<file path="src/rtl/vram_arbiter_pkg.sv">
// Shared types and constants for the text-mode VRAM arbiter (package vram_arb_pkg).
// Read-tag layout, requester ownership, FSM encoding and control-register byte merge.
package vram_arb_pkg;

  localparam int VRAM_WORDS = 600;
  localparam int CTRL_ADDR  = 600;
  localparam int CTRL_W     = 32;

  typedef enum logic [1:0] {
    OWN_NONE = 2'd0,
    OWN_DISP = 2'd1,
    OWN_HOST = 2'd2
  } owner_e;

  typedef enum logic [0:0] {
    NORMAL = 1'b0,
    BOOST  = 1'b1
  } arb_state_e;

  typedef enum logic [1:0] {
    SRC_BRAM = 2'd0,
    SRC_CTRL = 2'd1,
    SRC_ZERO = 2'd2
  } src_sel_e;

  typedef struct packed {
    logic              valid;
    owner_e            owner;
    src_sel_e          src_sel;
    logic [CTRL_W-1:0] ctrl;
  } rd_tag_t;

  function automatic logic [CTRL_W-1:0] byte_merge(input logic [CTRL_W-1:0] old_v,
                                                    input logic [CTRL_W-1:0] new_v,
                                                    input logic [3:0]        we);
    logic [CTRL_W-1:0] res;
    res = old_v;
    for (int b = 0; b < 4; b++) begin
      if (we[b]) res[8*b +: 8] = new_v[8*b +: 8];
      else       res[8*b +: 8] = old_v[8*b +: 8];
    end
    return res;
  endfunction

endpackage

</file>
<file path="src/rtl/vram_arbiter_if.sv">
// Requester, BRAM and control-register signals of the VRAM arbiter.
// ARB_STATS_EN adds the grant/boost statistics counters.
interface vram_arbiter_if #(
  parameter int ADDR_W = 11,
  parameter int DATA_W = 32
);
  logic              disp_req;
  logic [ADDR_W-1:0] disp_addr;
  logic              disp_gnt;
  logic              disp_rvalid;
  logic [DATA_W-1:0] disp_rdata;
  logic              host_req;
  logic [3:0]        host_we;
  logic [ADDR_W-1:0] host_addr;
  logic [DATA_W-1:0] host_wdata;
  logic              host_gnt;
  logic              host_rvalid;
  logic [DATA_W-1:0] host_rdata;
  logic              bram_en;
  logic [3:0]        bram_we;
  logic [ADDR_W-1:0] bram_addr;
  logic [DATA_W-1:0] bram_din;
  logic [DATA_W-1:0] bram_dout;
  logic [DATA_W-1:0] ctrl_out;
`ifdef ARB_STATS_EN
  logic [15:0]       stat_host_gnt;
  logic [15:0]       stat_boost;
`endif

  modport master (
    output disp_req, disp_addr, host_req, host_we, host_addr, host_wdata, bram_dout,
    input  disp_gnt, disp_rvalid, disp_rdata, host_gnt, host_rvalid, host_rdata,
           bram_en, bram_we, bram_addr, bram_din, ctrl_out
`ifdef ARB_STATS_EN
           , stat_host_gnt, stat_boost
`endif
  );

  modport slave (
    input  disp_req, disp_addr, host_req, host_we, host_addr, host_wdata, bram_dout,
    output disp_gnt, disp_rvalid, disp_rdata, host_gnt, host_rvalid, host_rdata,
           bram_en, bram_we, bram_addr, bram_din, ctrl_out
`ifdef ARB_STATS_EN
           , stat_host_gnt, stat_boost
`endif
  );
endinterface

</file>
<file path="src/rtl/vram_arbiter_rd_tag_pipe.sv">
// Read-tag delay line matching the BRAM read latency; the last stage
// tells the top which requester owns the data arriving on bram_dout.
module rd_tag_pipe
  import vram_arb_pkg::*;
#(
  parameter int DEPTH = 2
) (
  input  logic    clk,
  input  logic    reset,
  input  rd_tag_t tag_in,
  output rd_tag_t tag_out
);
  rd_tag_t stage_r [DEPTH];

  // Shift tags one stage per cycle; reset discards everything in flight.
  always_ff @(posedge clk or posedge reset) begin
    if (reset) begin
      for (int i = 0; i < DEPTH; i++) stage_r[i] <= '0;
    end else begin
      stage_r[0] <= tag_in;
      for (int i = 1; i < DEPTH; i++) stage_r[i] <= stage_r[i-1];
    end
  end

  assign tag_out = stage_r[DEPTH-1];
endmodule

</file>
<file path="src/rtl/vram_arbiter.sv">
// Single-port VRAM arbiter: display-priority with starvation boost for the host,
// control register at word 600, latency-matched read return. Option: ARB_STATS_EN.
module vram_arbiter
  import vram_arb_pkg::*;
#(
  parameter int ADDR_W     = 11,
  parameter int DATA_W     = 32,
  parameter int RD_LAT     = 2,
  parameter int STARVE_MAX = 8
) (
  input logic           clk,
  input logic           reset,
  vram_arbiter_if.slave bus
);
  localparam logic [0:0] S_NORMAL = NORMAL;
  localparam logic [0:0] S_BOOST  = BOOST;

  logic [0:0]        state_r;
  logic [7:0]        starve_r;
  logic [DATA_W-1:0] ctrl_r, disp_hold_r, host_hold_r, ret_data_s;
  logic              disp_gnt_s, host_gnt_s, any_gnt_s, host_wr_s;
  logic              in_vram_s, is_ctrl_s, boost_entry_s, disp_ret_s, host_ret_s;
  logic [ADDR_W-1:0] addr_s;
  rd_tag_t           tag_in_s, tag_out_s;

  // Arbitration: boosted host first, then display, then host; nothing in reset.
  always_comb begin
    disp_gnt_s = 1'b0;
    host_gnt_s = 1'b0;
    if (reset) begin
      host_gnt_s = 1'b0;
    end else if (state_r == S_BOOST && bus.host_req) begin
      host_gnt_s = 1'b1;
    end else if (bus.disp_req) begin
      disp_gnt_s = 1'b1;
    end else if (bus.host_req) begin
      host_gnt_s = 1'b1;
    end else begin
      disp_gnt_s = 1'b0;
    end
  end

  assign any_gnt_s     = disp_gnt_s | host_gnt_s;
  assign addr_s        = host_gnt_s ? bus.host_addr : bus.disp_addr;
  assign host_wr_s     = host_gnt_s && (bus.host_we != 4'd0);
  assign in_vram_s     = addr_s < ADDR_W'(VRAM_WORDS);
  assign is_ctrl_s     = addr_s == ADDR_W'(CTRL_ADDR);
  assign boost_entry_s = (state_r == S_NORMAL) && !host_gnt_s && bus.host_req &&
                         (starve_r == 8'(STARVE_MAX - 1));

  assign bus.disp_gnt  = disp_gnt_s;
  assign bus.host_gnt  = host_gnt_s;
  assign bus.bram_en   = any_gnt_s && in_vram_s;
  assign bus.bram_addr = (any_gnt_s && in_vram_s) ? addr_s : '0;
  assign bus.bram_we   = (host_wr_s && in_vram_s) ? bus.host_we : 4'd0;
  assign bus.bram_din  = (host_wr_s && in_vram_s) ? bus.host_wdata : '0;
  assign bus.ctrl_out  = ctrl_r;

  // Tag every granted read so its data can be steered back RD_LAT cycles later.
  always_comb begin
    tag_in_s       = '0;
    tag_in_s.valid = any_gnt_s && !host_wr_s;
    tag_in_s.ctrl  = ctrl_r;
    if (host_gnt_s)      tag_in_s.owner = OWN_HOST;
    else if (disp_gnt_s) tag_in_s.owner = OWN_DISP;
    else                 tag_in_s.owner = OWN_NONE;
    if (in_vram_s)       tag_in_s.src_sel = SRC_BRAM;
    else if (is_ctrl_s)  tag_in_s.src_sel = SRC_CTRL;
    else                 tag_in_s.src_sel = SRC_ZERO;
  end

  rd_tag_pipe #(.DEPTH(RD_LAT)) u_tag_pipe (
    .clk     (clk),
    .reset   (reset),
    .tag_in  (tag_in_s),
    .tag_out (tag_out_s)
  );

  // Select returning data by the source recorded at grant time.
  always_comb begin
    ret_data_s = '0;
    case (tag_out_s.src_sel)
      SRC_BRAM: ret_data_s = bus.bram_dout;
      SRC_CTRL: ret_data_s = tag_out_s.ctrl;
      default:  ret_data_s = '0;
    endcase
  end

  assign disp_ret_s      = tag_out_s.valid && (tag_out_s.owner == OWN_DISP);
  assign host_ret_s      = tag_out_s.valid && (tag_out_s.owner == OWN_HOST);
  assign bus.disp_rvalid = disp_ret_s;
  assign bus.host_rvalid = host_ret_s;
  assign bus.disp_rdata  = disp_ret_s ? ret_data_s : disp_hold_r;
  assign bus.host_rdata  = host_ret_s ? ret_data_s : host_hold_r;

  // Starvation FSM: BOOST lasts exactly one cycle whether or not the host uses it.
  always_ff @(posedge clk or posedge reset) begin
    if (reset) begin
      state_r  <= S_NORMAL;
      starve_r <= 8'd0;
    end else if (state_r == S_BOOST) begin
      state_r  <= S_NORMAL;
      starve_r <= 8'd0;
    end else if (host_gnt_s) begin
      starve_r <= 8'd0;
    end else if (bus.host_req) begin
      starve_r <= starve_r + 8'd1;
      if (boost_entry_s) state_r <= S_BOOST;
    end
  end

  // Control register takes host byte writes to word 600.
  always_ff @(posedge clk or posedge reset) begin
    if (reset)                  ctrl_r <= '0;
    else if (host_wr_s && is_ctrl_s) ctrl_r <= byte_merge(ctrl_r, bus.host_wdata, bus.host_we);
  end

  // Per-port rdata holding between returns.
  always_ff @(posedge clk or posedge reset) begin
    if (reset) begin
      disp_hold_r <= '0;
      host_hold_r <= '0;
    end else begin
      if (disp_ret_s) disp_hold_r <= ret_data_s;
      if (host_ret_s) host_hold_r <= ret_data_s;
    end
  end

`ifdef ARB_STATS_EN
  logic [15:0] stat_host_r, stat_boost_r;

  // Saturating grant and boost-entry counters.
  always_ff @(posedge clk or posedge reset) begin
    if (reset) begin
      stat_host_r  <= 16'd0;
      stat_boost_r <= 16'd0;
    end else begin
      if (host_gnt_s && stat_host_r != 16'hFFFF)     stat_host_r  <= stat_host_r + 16'd1;
      if (boost_entry_s && stat_boost_r != 16'hFFFF) stat_boost_r <= stat_boost_r + 16'd1;
    end
  end

  assign bus.stat_host_gnt = stat_host_r;
  assign bus.stat_boost    = stat_boost_r;
`endif
endmodule

</file>
<file path="src/flat_wrapper.sv">
// flat-port wrapper written by rule: the top's interface ports become plain ports
module vram_arbiter_flat import vram_arb_pkg::*;
#(
  parameter int ADDR_W     = 11,
  parameter int DATA_W     = 32,
  parameter int RD_LAT     = 2,
  parameter int STARVE_MAX = 8
)
  (clk, reset, bus_disp_req, bus_disp_addr, bus_host_req, bus_host_we, bus_host_addr, bus_host_wdata, bus_bram_dout, bus_disp_gnt, bus_disp_rvalid, bus_disp_rdata, bus_host_gnt, bus_host_rvalid, bus_host_rdata, bus_bram_en, bus_bram_we, bus_bram_addr, bus_bram_din, bus_ctrl_out);
  vram_arbiter_if #(.ADDR_W(ADDR_W), .DATA_W(DATA_W)) bus_i ();
  input logic clk;
  input logic reset;
  input wire logic [$bits(bus_i.disp_req)-1:0] bus_disp_req;
  input wire logic [$bits(bus_i.disp_addr)-1:0] bus_disp_addr;
  input wire logic [$bits(bus_i.host_req)-1:0] bus_host_req;
  input wire logic [$bits(bus_i.host_we)-1:0] bus_host_we;
  input wire logic [$bits(bus_i.host_addr)-1:0] bus_host_addr;
  input wire logic [$bits(bus_i.host_wdata)-1:0] bus_host_wdata;
  input wire logic [$bits(bus_i.bram_dout)-1:0] bus_bram_dout;
  output wire logic [$bits(bus_i.disp_gnt)-1:0] bus_disp_gnt;
  output wire logic [$bits(bus_i.disp_rvalid)-1:0] bus_disp_rvalid;
  output wire logic [$bits(bus_i.disp_rdata)-1:0] bus_disp_rdata;
  output wire logic [$bits(bus_i.host_gnt)-1:0] bus_host_gnt;
  output wire logic [$bits(bus_i.host_rvalid)-1:0] bus_host_rvalid;
  output wire logic [$bits(bus_i.host_rdata)-1:0] bus_host_rdata;
  output wire logic [$bits(bus_i.bram_en)-1:0] bus_bram_en;
  output wire logic [$bits(bus_i.bram_we)-1:0] bus_bram_we;
  output wire logic [$bits(bus_i.bram_addr)-1:0] bus_bram_addr;
  output wire logic [$bits(bus_i.bram_din)-1:0] bus_bram_din;
  output wire logic [$bits(bus_i.ctrl_out)-1:0] bus_ctrl_out;
  assign bus_i.disp_req = bus_disp_req;
  assign bus_i.disp_addr = bus_disp_addr;
  assign bus_i.host_req = bus_host_req;
  assign bus_i.host_we = bus_host_we;
  assign bus_i.host_addr = bus_host_addr;
  assign bus_i.host_wdata = bus_host_wdata;
  assign bus_i.bram_dout = bus_bram_dout;
  assign bus_disp_gnt = bus_i.disp_gnt;
  assign bus_disp_rvalid = bus_i.disp_rvalid;
  assign bus_disp_rdata = bus_i.disp_rdata;
  assign bus_host_gnt = bus_i.host_gnt;
  assign bus_host_rvalid = bus_i.host_rvalid;
  assign bus_host_rdata = bus_i.host_rdata;
  assign bus_bram_en = bus_i.bram_en;
  assign bus_bram_we = bus_i.bram_we;
  assign bus_bram_addr = bus_i.bram_addr;
  assign bus_bram_din = bus_i.bram_din;
  assign bus_ctrl_out = bus_i.ctrl_out;
  vram_arbiter #(.ADDR_W(ADDR_W), .DATA_W(DATA_W), .RD_LAT(RD_LAT), .STARVE_MAX(STARVE_MAX)) u_core (.clk(clk), .reset(reset), .bus(bus_i));
endmodule
</file>
<file path="config.mk">
export PLATFORM = sky130hd
export DESIGN_NAME = vram_arbiter_flat
export DESIGN_NICKNAME = d
export VERILOG_FILES = /design/src/rtl/vram_arbiter_pkg.sv /design/src/rtl/vram_arbiter_if.sv /design/src/rtl/vram_arbiter_rd_tag_pipe.sv /design/src/rtl/vram_arbiter.sv /design/src/flat_wrapper.sv
export SDC_FILE = /design/constraint.sdc
export NUM_CORES = 1
export LEC_CHECK = 0
export CAP_MARGIN = 0
export CORE_UTILIZATION = 39
export DETAILED_ROUTE_END_ITERATION = 7
export DONT_BUFFER_PORTS = 1
export GPL_TIMING_DRIVEN = 0
export PLACE_DENSITY_LB_ADDON = 0.15
export SYNTH_ARGS = -nofsm -noshare
export SYNTH_HDL_FRONTEND = slang
export SYNTH_SLANG_ARGS = --single-unit
export TNS_END_PERCENT = 30
</file>
<file path="constraint.sdc">
create_clock -name clk -period 8.6 [get_ports clk]
set_input_delay 1.29 -clock clk [delete_from_list [all_inputs] [get_ports clk]]
set_output_delay 1.29 -clock clk [all_outputs]
set_load 0.01 [all_outputs]
</file>
# Word level (Yosys, flattened, before mapping)
# Cells that the tools add are included.
[classes]
n_addsub = 1
n_lt_le_gt_ge = 1
eq_ne = 5
n_mux = 25
bitwise = 2
n_reduce_logical = 20
[op_table]
columns = ["op", "n"]
rows = [
  ["$mux 32", 3],
  ["$pmux 32 s2", 1],
  ["$mux 8", 3],
  ["$mux 11", 2],
  ["$mux 1", 12],
  ["$eq 11x10->1 const B", 1],
  ["$logic_and 1x1->1", 11],
  ["$lt 11x10->1 const B", 1],
  ["$add 8x1->8 const B", 1],
  ["$eq 8x3->1 const B", 1],
  ["$reduce_and 2->1", 4],
  ["$mux 2", 3],
  ["$eq 2x1->1 const B", 2],
  ["$mux 4", 1],
  ["$reduce_bool 4->1", 1],
  ["$reduce_bool 3->1", 1],
  ["$eq 2x2->1 const B", 1],
  ["$logic_not 1->1", 2],
  ["$logic_not 2->1", 1],
  ["$not 1->1", 1],
  ["$or 1x1->1", 1],
]
[word_totals]
register_bits = 179
inputBits = 94
wordCells = 70

# Logic depth before layout (Yosys ltp)
# Gate-level depths: netlist (run 1).
[logic_depth]
depth_word = 12
mapped_depth = 7
depth_no_buf = 5

# Hierarchy
# A second synthesis (run 1) with hierarchy kept.
[hier_totals]
hier_cells = 638
hier_area_um2 = 7628.6
[modules_own_cells]
columns = ["mod", "instances", "cells_per_inst", "area_each_um2", "seq_area_each_um2"]
rows = [
  ["vram_arbiter", 1, 526, 5495.3, 2627.5],
  ["rd_tag_pipe", 1, 112, 2133.3, 1851.8],
]

# Worst setup path after synthesis (run 1)
# No wires, ideal clock.
[synth_timing]
path_kind = "input-to-output"
from = "input port reset"
to = "output port bus_bram_addr[1]"
arrival_time_ns = 6.508
slack_ns = 0.802
path_stages = 5
path_cell_list = "inv_1 nand3_1 o32a_1 clkbuf_1 a21oi_1"
[synth_between]
elab_chain_len = 5
[synth_lines]
columns = ["element", "line_no", "source"]
rows = [
  ["from (decl)", "flat_wrapper.sv:12", "input logic reset;"],
  ["$mux 1", "vram_arbiter.sv:30", "if (reset) begin"],
  ["$mux 11", "vram_arbiter.sv:44", "assign addr_s = host_gnt_s ? bus.host_addr : bus.disp_addr;"],
  ["$lt 11x10->1", "vram_arbiter.sv:46", "assign in_vram_s = addr_s < ADDR_W'(VRAM_WORDS);"],
  ["$logic_and 1x1->1", "vram_arbiter.sv:54", "assign bus.bram_addr = (any_gnt_s && in_vram_s) ? addr_s : '0;"],
  ["$mux 11 *", "vram_arbiter.sv:54", ""],
  ["to (decl)", "flat_wrapper.sv:28", "output wire logic [$bits(bus_i.bram_addr)-1:0] bus_bram_addr;"],
]
# Every way passes the cells marked *; elsewhere a longest branch is shown, timed or not.

# Worst setup path in the final report (run 1)
[layout_timing]
from = "input port bus_host_req"
to = "output port bus_bram_din[11]"
[layout_between]
elab_chain_len = 8
[layout_lines]
columns = ["element", "line_no", "source"]
rows = [
  ["from (decl)", "flat_wrapper.sv:15", "input wire logic [$bits(bus_i.host_req)-1:0] bus_host_req;"],
  ["$mux 1", "vram_arbiter.sv:36", "end else if (bus.host_req) begin"],
  ["$mux 1", "vram_arbiter.sv:34", "end else if (bus.disp_req) begin"],
  ["$mux 1 *", "vram_arbiter.sv:32", "end else if (state_r == S_BOOST && bus.host_req) begin"],
  ["$mux 1 *", "vram_arbiter.sv:30", ""],
  ["$mux 11", "vram_arbiter.sv:44", ""],
  ["$lt 11x10->1", "vram_arbiter.sv:46", ""],
  ["$logic_and 1x1->1 *", "vram_arbiter.sv:56", "assign bus.bram_din = (host_wr_s && in_vram_s) ? bus.host_wdata : '0;"],
  ["$mux 32 *", "vram_arbiter.sv:56", ""],
  ["to (decl)", "flat_wrapper.sv:29", "output wire logic [$bits(bus_i.bram_din)-1:0] bus_bram_din;"],
]
# Marks and branches as above.

==> results.sh, run 1 <==
export IMPL_rows=50
export IMPL_ys_ff_latch=179
export IMPL_ios=242
export IMPL_worstHoldStart="u_core.u_tag_pipe.stage_r[60]"
export IMPL_rr_startpoint="u_core.state_r"
export IMPL_port_buffers=0
export IMPL_clockBufferDepth=2
export IMPL_fillers=1704
export IMPL_dp_hpwl_um=12400
export IMPL_synth_edff_count=0
export IMPL_synthTopCellsByArea="dfrtp_1 (60%), mux2_4 (6.5%), nand2_1 (6.2%)"
export IMPL_insertion_delay_ns=0.42
export IMPL_cts_tree="built"
export IMPL_yosysTopAreaCell="dfrtp_1"
export IMPL_cts_setup_buffers=0
export IMPL_use_met2_pct=28.8
export IMPL_dr_pass1_iters=4
export IMPL_cp_depth=5
export IMPL_htree_levels=4
export IMPL_ff2ff_setup_slack_ns=6.56
export IMPL_peakVddDrop_mv=0.111
export IMPL_hp_class="reg2reg"
export IMPL_dieHeight_um=140
export IMPL_dpl_worst_slack_ns=4.12
export IMPL_wl_um=16900
export IMPL_netlist_area_um2=7420
export IMPL_path_buf_inv=1
export IMPL_finalInstanceArea_um2=8350
export IMPL_seq_area_frac_synth_pct=60.4
export IMPL_busiest_layer="met2"
export IMPL_cpPeakStageDelay_ns=0.53
export IMPL_syn_nets=703
export IMPL_cp_top_family="simple AND/OR/NAND/NOR gates"
export IMPL_period_share_pct=51.8
export IMPL_cts_root_buf="clkbuf_16"
export IMPL_min_period_ns=4.46
export IMPL_r2r_end="u_core.bus.ctrl_out[23]"
export IMPL_core_area_um2=18700
export IMPL_grtUsageMet3_pct=5.95
export IMPL_grt_max_degree=124
export IMPL_end_kind="output pin"
export IMPL_timing_final_ws_setup_ns=4.14
export IMPL_path_clk_slew_ns=0.07
export IMPL_die_x_um=140
export IMPL_grt_use_met1_pct=22.1
export IMPL_final_util_pct=44.6
export IMPL_hold_path_end="u_core.u_tag_pipe.tag_out[23]"
export IMPL_avgSynthCellArea_um2=12.2
export IMPL_tns_ns=0
export IMPL_cp_data_required_time_ns=7.31
export IMPL_slew_violations=0
export IMPL_avgViaCountPerCell=4.97
export IMPL_postCtsResizedCells=0
export IMPL_worstSetupStartpointType="primary input"
export IMPL_synth_distinct_cells=44
export IMPL_power_leakage_nw=4.20
export IMPL_drive_gt1_share_pct=22.8
export IMPL_cp_data_arrival_time_ns=3.17
export IMPL_postRouteAntennaNets=0
export IMPL_tightest_slew_ns=0.684
export IMPL_grtUsageTotal_pct=17.7
export IMPL_finalClockSkew_ns=0.00914
export IMPL_setup_viol=0
export IMPL_slew_headroom_pct=54.4
export IMPL_drc=0
export IMPL_power_density_nw_per_um2=227
export IMPL_diodes=0
export IMPL_hold_viol_final=0
export IMPL_rsz0062_at_grt="no"
export IMPL_die_area_um2=19600
export IMPL_timing_fmax_mhz=224
export IMPL_hold_worst_slack_ns=0.346
export IMPL_slowest_stage="clkbuf_1"
export IMPL_grt_ovfl_total=0
export IMPL_synth_cells=608
export IMPL_maxCapViolCount=0
export IMPL_whs_path_depth=0
export IMPL_wl_per_cell_um=19.3
export IMPL_crit_fanout=10
export IMPL_gp_congestion=0.806
export IMPL_antenna_found_initial=0
export IMPL_worstSetupPathType="in2out"
export IMPL_cts_sinks=179
export IMPL_status="complete, no violations"
export IMPL_grt_pass1_wl_um=25900
export IMPL_area_growth_pct=12.5
export IMPL_synth_main_ff_cell="dfrtp_1"
export IMPL_r2r_cells=4
export IMPL_cp_cell_sequence="nor2b_1, o2111a_1, and3_1, clkbuf_1, and2_1"
export IMPL_nets=723
export IMPL_cts_hold_buf=0
export IMPL_floorplan_initialDensity_pct=39.7
export IMPL_grt_pass1_vias=4512
export IMPL_initialDrtViolationCount=196
export IMPL_cts_inserted_buffers=17
export IMPL_synth_top_area_share_pct=60.4
export IMPL_synthArstFlopShare_pct=100
export IMPL_yosysWarnings=0
export IMPL_vias=4335
export IMPL_placed_cell_area_um2=7750
==> sequential cells by signal, summed over array words and instances, names as in the netlist <==
register,count
u_core.disp_hold_r,32
u_core.u_tag_pipe.tag_out,37
u_core.bus.ctrl_out,32
u_core.state_r,1
u_core.u_tag_pipe.stage_r,37
u_core.host_hold_r,32
u_core.starve_r,8
==> routing by layer <==
layer  vias up  share of wire, %
met4         0               1.5
met2       168                49
met1      2123                43
met3        20               6.6
li1       2024                 -
met5         -                 0
==> synth_stat cells (2+ instances only) <==
cell,number
nand3b_1,2
mux2_4,32
buf_1,4
mux2_2,33
nor2b_1,2
or4_1,6
inv_1,7
a211oi_1,2
and2_1,32
dfrtp_1,179
buf_2,7
nand3_4,4
a21oi_1,15
o21ai_0,5
xor2_1,4
nor3_1,5
o2111ai_1,3
nand2b_1,2
nor2_1,35
clkbuf_1,14
nand3_1,2
mux2i_1,33
and3_1,6
nand2_1,122
buf_4,33
==> per-stage QoR <==
| step | power (mW) | cells |
|---|---|---|
| finish | 1.89 | 873 |
| global route | 1.98 | 873 |
| CTS | 1.92 | 873 |
| detailed placement | 1.13 | 843 |
| global placement | 1.12 | 842 |
| floorplan | 1.08 | 608 |
==> cell usage in the layout, fill, tap and decap left out, types with 4 or more instances in the layout <==
cell and count:
inv_1 6, a21oi_1 15, nand3_4 4, o21ai_0 5, clkbuf_1 14, buf_1 4, xor2_1 4, mux2_2 33
mux2_4 32, and3_1 6, buf_2 7, clkbuf_16 17, or4_1 6, mux2i_1 33, dfrtp_1 179, clkinvlp_4 4
and2_1 32, nor2_1 35, nand2_1 122, nor3_1 5, buf_4 33
==> worst register-to-register path, delay by kind of cell, from the launching register on <==
kind | cells | cell delay [ns]
AND/OR/NAND/NOR | 3 | 1.14
multiplexers | 1 | 0.39
flip-flops | 1 | 0.40
==> where the power goes <==
part	internal [mW]	leakage, nW	total, mW	switching, mW
logic	0.0535	1.47	0.180	0.127
registers	0.902	2.44	0.927	0.0244
clock network	0.459	0.280	0.787	0.328
==> logic make-up after synthesis <==
| family | after synthesis | synth area share [%] |
|---|---|---|
| mux | 98 | 15.9 |
| other cells | 1 | 0.0505 |
| xor+xnor | 5 | 0.590 |
| buf+inv | 67 | 5.18 |
| flops | 179 | 60.4 |
| compound gates | 30 | 2.51 |
| simple gates | 227 | 15.2 |
| fa+ha+maj | 1 | 0.169 |
==> worst max-delay path by stage <==
stage,from,endpoint
detailed placement,bus_host_req,bus_bram_din[11]
finish,bus_host_req,bus_bram_din[11]
global placement,reset,bus_bram_addr[4]
global route,bus_host_req,bus_bram_din[18]
floorplan,reset,bus_bram_addr[1]
CTS,bus_host_req,bus_bram_din[11]
==> area by class of cell <==
class,count,area [um2],area share (%)
Buffer,58,350,4.20
Clock buffer,17,425,5.10
Clock inverter,13,175,2.10
Inverter,9,41.3,0.495
Multi-Input combinational cell,362,2560,30.6
Sequential cell,179,4480,53.6
Tap cell,234,293,3.51
Timing Repair Buffer,1,27.5,0.330
Note: power is estimated with default switching activity, not from simulation.
==> inputs of run 2 (changes only) <==
==> constraint.sdc (replaced) <==
create_clock -name clk -period 3.66 [get_ports clk]
set_input_delay 0.549 -clock clk [delete_from_list [all_inputs] [get_ports clk]]
set_output_delay 0.549 -clock clk [all_outputs]
set_load 0.01 [all_outputs]
==> results.sh, run 2 (synthesis gave the netlist of run 1 again) <==
export IMPL_grt_pass1_vias=4616
export IMPL_layout_commonest_cell="dfrtp_1"
export IMPL_period_share_pct=82.2
export IMPL_clockBufferDepth=2
export IMPL_gp_congestion=0.852
export IMPL_postCtsResizedCells=0
export IMPL_power_leakage_nw=4.24
export IMPL_cp_data_required_time_ns=3.11
export IMPL_tightest_slew_ns=0.667
export IMPL_cts_sinks=179
export IMPL_drive_gt1_share_pct=23.7
export IMPL_insertion_delay_ns=0.42
export IMPL_peakVddDrop_mv=0.280
export IMPL_grtUsageTotal_pct=18.3
export IMPL_status="complete, no violations"
export IMPL_power_density_nw_per_um2=526
export IMPL_power_switching_share_pct=25.9
export IMPL_drc=0
export IMPL_slew_violations=0
export IMPL_worstHoldStart="bus_disp_addr[10]"
export IMPL_cts_inserted_buffers=17
export IMPL_end_kind="output pin"
export IMPL_cts_setup_buffers=0
export IMPL_dr_pass1_iters=4
export IMPL_cts_tree="built"
export IMPL_setup_viol=0
export IMPL_r2r_cells=4
export IMPL_dieHeight_um=140
export IMPL_die_area_um2=19600
export IMPL_seqPwrFrac_pct=49.1
export IMPL_maxCapViolCount=0
export IMPL_final_cell_mix="dfrtp_1 (179), nand2_1 (122), nor2_1 (35)"
export IMPL_path_clk_slew_ns=0.07
export IMPL_avgViaCountPerCell=4.94
export IMPL_comb_power_share_pct=9.8
export IMPL_cts_root_buf="clkbuf_16"
export IMPL_slew_headroom_pct=55.5
export IMPL_dp_hpwl_um=13000
export IMPL_cp_startpoint="u_core.state_r"
export IMPL_wl_per_cell_um=19.6
export IMPL_clock_power_share_pct=41.1
export IMPL_nets=728
export IMPL_timing_fmax_mhz=332
export IMPL_die_x_um=140
export IMPL_floorplan_initialDensity_pct=39.7
export IMPL_crit_fanout=10
export IMPL_worstSetupPathType="reg2out"
export IMPL_grt_max_degree=44
export IMPL_cp_data_arrival_time_ns=2.46
export IMPL_ios=242
export IMPL_port_buffers=0
export IMPL_postRouteAntennaNets=0
export IMPL_rsz0062_at_grt="no"
export IMPL_area_growth_pct=13.6
export IMPL_power_internal_mw=3.29
export IMPL_wl_um=17200
export IMPL_final_util_pct=45.1
export IMPL_dpl_worst_slack_ns=0.700
export IMPL_min_period_ns=3.01
export IMPL_p_total_mw=4.44
export IMPL_finalClockSkew_ns=0.00821
export IMPL_initialDrtViolationCount=225
export IMPL_cts_hold_buf=1
export IMPL_antenna_found_initial=0
export IMPL_htree_levels=4
export IMPL_grt_pass1_wl_um=26900
export IMPL_whs_path_depth=1
export IMPL_tns_ns=0
export IMPL_hp_class="in2reg"
export IMPL_core_area_um2=18700
export IMPL_timing_final_ws_setup_ns=0.650
export IMPL_power_switching_mw=1.15
export IMPL_vias=4348
export IMPL_hold_viol_final=0
export IMPL_rows=50
export IMPL_grt_ovfl_total=0
export IMPL_rr_startpoint="u_core.state_r"
export IMPL_diodes=0
export IMPL_worstSetupStartpointType="flip-flop"
run 2: path summary, 6_finish.rpt:
path | slack, ns | end
max | 0.65 | bus_bram_din[13]
min | 0.26 | u_core.u_tag_pipe.stage_r[69]
max reg2reg | 1.68 | u_core.bus.ctrl_out[20]
min reg2reg | 0.35 | u_core.u_tag_pipe.tag_out[12]
max in group asynchronous | 2.28 | u_core.u_tag_pipe.stage_r[49]
min in group asynchronous | 0.51 | u_core.state_r
run 2: per-stage QoR:
stage | cell area, um2 | hold slack (ns) | std cells
finish | 8430 | 0.256 | 880
CTS | 8430 | 0.235 | 880
detailed placement | 7830 | 0.334 | 847
global route | 8430 | 0.236 | 880
global placement | 7730 | 0.333 | 842
floorplan | 7430 | 0.331 | 608
run 2: power by group through the flow:
| stage | sequential, mW | combinational [mW] | clock [mW] |
|---|---|---|---|
| after CTS | 2.18 | 0.442 | 1.87 |
| after floorplan | 2.20 | 0.337 | 0 |
| after detailed placement | 2.21 | 0.440 | 0 |
| after global routing | 2.19 | 0.486 | 1.96 |
| final | 2.18 | 0.435 | 1.82 |
| after global placement | 2.21 | 0.415 | 0 |
run 2: cell type report:
class                           instances  area (um2)
Inverter                                9        37.5
Multi-Input combinational cell        362        2560
Timing Repair Buffer                    6         110
Clock inverter                         14         153
Clock buffer                           18         439
Fill cell                            1703       10300
Sequential cell                       179        4480
Buffer                                 58         360
Tap cell                              234         293
run 2: critical path, cell delays in order, from the launching register on:
cell	delay, ns
dfrtp_1	0.39
or2b_1	0.23
o2111a_1	0.27
and3_1	0.34
clkbuf_1	0.51
and2_1	0.31
run 2: layer usage:
metal	vias up	global-route usage, %	wire (um)
li1	2028	-	-
met1	2129	23.5	7520
met2	168	29.3	8290
met3	23	5.68	1140
met4	0	6.25	272
met5	-	0	0
==> inputs of run 3 (changes only) <==
==> constraint.sdc (replaced) <==
create_clock -name clk -period 2.8 [get_ports clk]
set_input_delay 0.42 -clock clk [delete_from_list [all_inputs] [get_ports clk]]
set_output_delay 0.42 -clock clk [all_outputs]
set_load 0.01 [all_outputs]
==> results.sh, run 3 (synthesis gave the netlist of run 1 again) <==
export IMPL_power_leakage_nw=4.25
export IMPL_port_buffers=0
export IMPL_min_period_ns=2.67
export IMPL_cp_startpoint="reset"
export IMPL_crit_fanout=10
export IMPL_rsz0062_at_grt="no"
export IMPL_postRouteAntennaNets=0
export IMPL_wl_per_cell_um=19.6
export IMPL_whs_path_depth=1
export IMPL_insertion_delay_ns=0.42
export IMPL_worstSetupStartpointType="primary input"
export IMPL_initialDrtViolationCount=225
export IMPL_gp_congestion=0.852
export IMPL_setup_viol=0
export IMPL_vias=4351
export IMPL_floorplan_initialDensity_pct=39.7
export IMPL_r2r_cells=4
export IMPL_drc=0
export IMPL_dp_hpwl_um=13000
export IMPL_cts_root_buf="clkbuf_16"
export IMPL_final_cell_mix="dfrtp_1 (179), nand2_1 (122), nor2_1 (35)"
export IMPL_maxCapViolCount=0
export IMPL_placed_cell_area_um2=7830
export IMPL_die_area_um2=19600
export IMPL_dr_pass1_iters=4
export IMPL_finalClockSkew_ns=0.00821
export IMPL_avgViaCountPerCell=4.94
export IMPL_htree_levels=4
export IMPL_rr_startpoint="u_core.state_r"
export IMPL_grtUsageTotal_pct=18.3
export IMPL_hold_viol_final=0
export IMPL_dr_wl_met3_um=1150
export IMPL_cp_data_arrival_time_ns=2.25
export IMPL_slew_headroom_pct=55.5
export IMPL_hp_class="in2reg"
export IMPL_diodes=0
export IMPL_status="complete, no violations"
export IMPL_core_area_um2=18700
export IMPL_wl_um=17200
export IMPL_period_share_pct=95.4
export IMPL_drive_gt1_share_pct=24.0
export IMPL_layout_commonest_cell="dfrtp_1"
export IMPL_place_inst=847
export IMPL_antenna_found_initial=0
export IMPL_power_density_nw_per_um2=687
export IMPL_finalInstanceArea_um2=8430
export IMPL_cp_data_required_time_ns=2.38
export IMPL_grt_ovfl_total=0
export IMPL_clockBufferDepth=2
export IMPL_grt_pass1_vias=4616
export IMPL_tightest_slew_ns=0.667
export IMPL_slew_violations=0
export IMPL_die_x_um=140
export IMPL_tns_ns=0
export IMPL_timing_fmax_mhz=374
export IMPL_area_growth_pct=13.7
export IMPL_end_kind="output pin"
export IMPL_top_layer_used="met4"
export IMPL_wl_met1_um=7510
export IMPL_nets=728
export IMPL_ff2ff_setup_slack_ns=0.82
export IMPL_cts_tree="built"
export IMPL_worstSetupPathType="in2out"
export IMPL_cts_sinks=179
export IMPL_cts_setup_buffers=0
export IMPL_grt_max_degree=44
export IMPL_final_util_pct=45.1
export IMPL_ios=242
export IMPL_r2r_end="u_core.bus.ctrl_out[20]"
export IMPL_cts_inserted_buffers=17
export IMPL_dieHeight_um=140
export IMPL_fillers=1702
export IMPL_hold_path_end="u_core.u_tag_pipe.stage_r[69]"
export IMPL_rows=50
export IMPL_p_total_mw=5.80
export IMPL_peakVddDrop_mv=0.366
export IMPL_grt_pass1_wl_um=26900
export IMPL_path_clk_slew_ns=0.06
export IMPL_worstHoldStart="bus_disp_addr[10]"
export IMPL_wl_met2_um=8290
export IMPL_final_cell_count_no_fill=880
-- run 3: cell counts in the layout (fill, tap and decap cells not counted) --
No cell type changed its count.
-- run 3: worst max-delay path by stage --
stage / cells after the start / to
2_1_floorplan: 5 / bus_bram_addr[1]
3_3_place_gp: 5 / bus_bram_addr[3]
3_5_place_dp: 5 / bus_bram_din[13]
4_1_cts: 5 / bus_bram_din[13]
5_1_grt: 7 / bus_bram_addr[7]
6_report: 6 / bus_bram_addr[3]
-- run 3: cell type report --
type | count | area (um2) | share of cell area, %
Buffer | 58 | 365 | 4.33
Tap cell | 234 | 293 | 3.47
Timing Repair Buffer | 6 | 110 | 1.31
Sequential cell | 179 | 4480 | 53.1
Clock inverter | 14 | 153 | 1.81
Inverter | 9 | 37.5 | 0.445
Clock buffer | 18 | 439 | 5.21
Multi-Input combinational cell | 362 | 2560 | 30.3
-- run 3: worst max-delay path: stages --
cell           delay [ns]
dlygate4sd3_1        0.57
clkinvlp_4           0.15
nand3_1              0.20
o32a_1               0.44
clkbuf_8             0.18
a21oi_1              0.29
-- run 3: power by group --
part           switching [mW]  internal (mW)  total (mW)
clock network            1.03           1.35        2.38
registers              0.0742           2.77        2.85
logic                   0.393          0.176       0.569
total                    1.50           4.30        5.80
-- run 3: metrics by stage --
step                setup WS (ns)  hold WS (ns)
finish                      0.129         0.127
global route             0.000500         0.107
CTS                        0.0637         0.106
detailed placement         0.0980         0.205
global placement            -2.94         0.333
floorplan                   -1.53         0.331
-- run 3: layer usage --
metal | global-route usage (%) | vias up
li1 | - | 2028
met1 | 23.5 | 2130
met2 | 29.3 | 170
met3 | 5.68 | 23
met4 | 6.25 | 0
met5 | 0 | -
-- run 3: what timing repair did --
| item | CTS | global route |
|---|---|---|
| resized for setup | 1 | 4 |
| hold endpoints to repair | 36 | 0 |
| hold buffers | 1 | 0 |
| pin swaps | 0 | 0 |
| endpoints found under the setup margin | 10 | 19 |
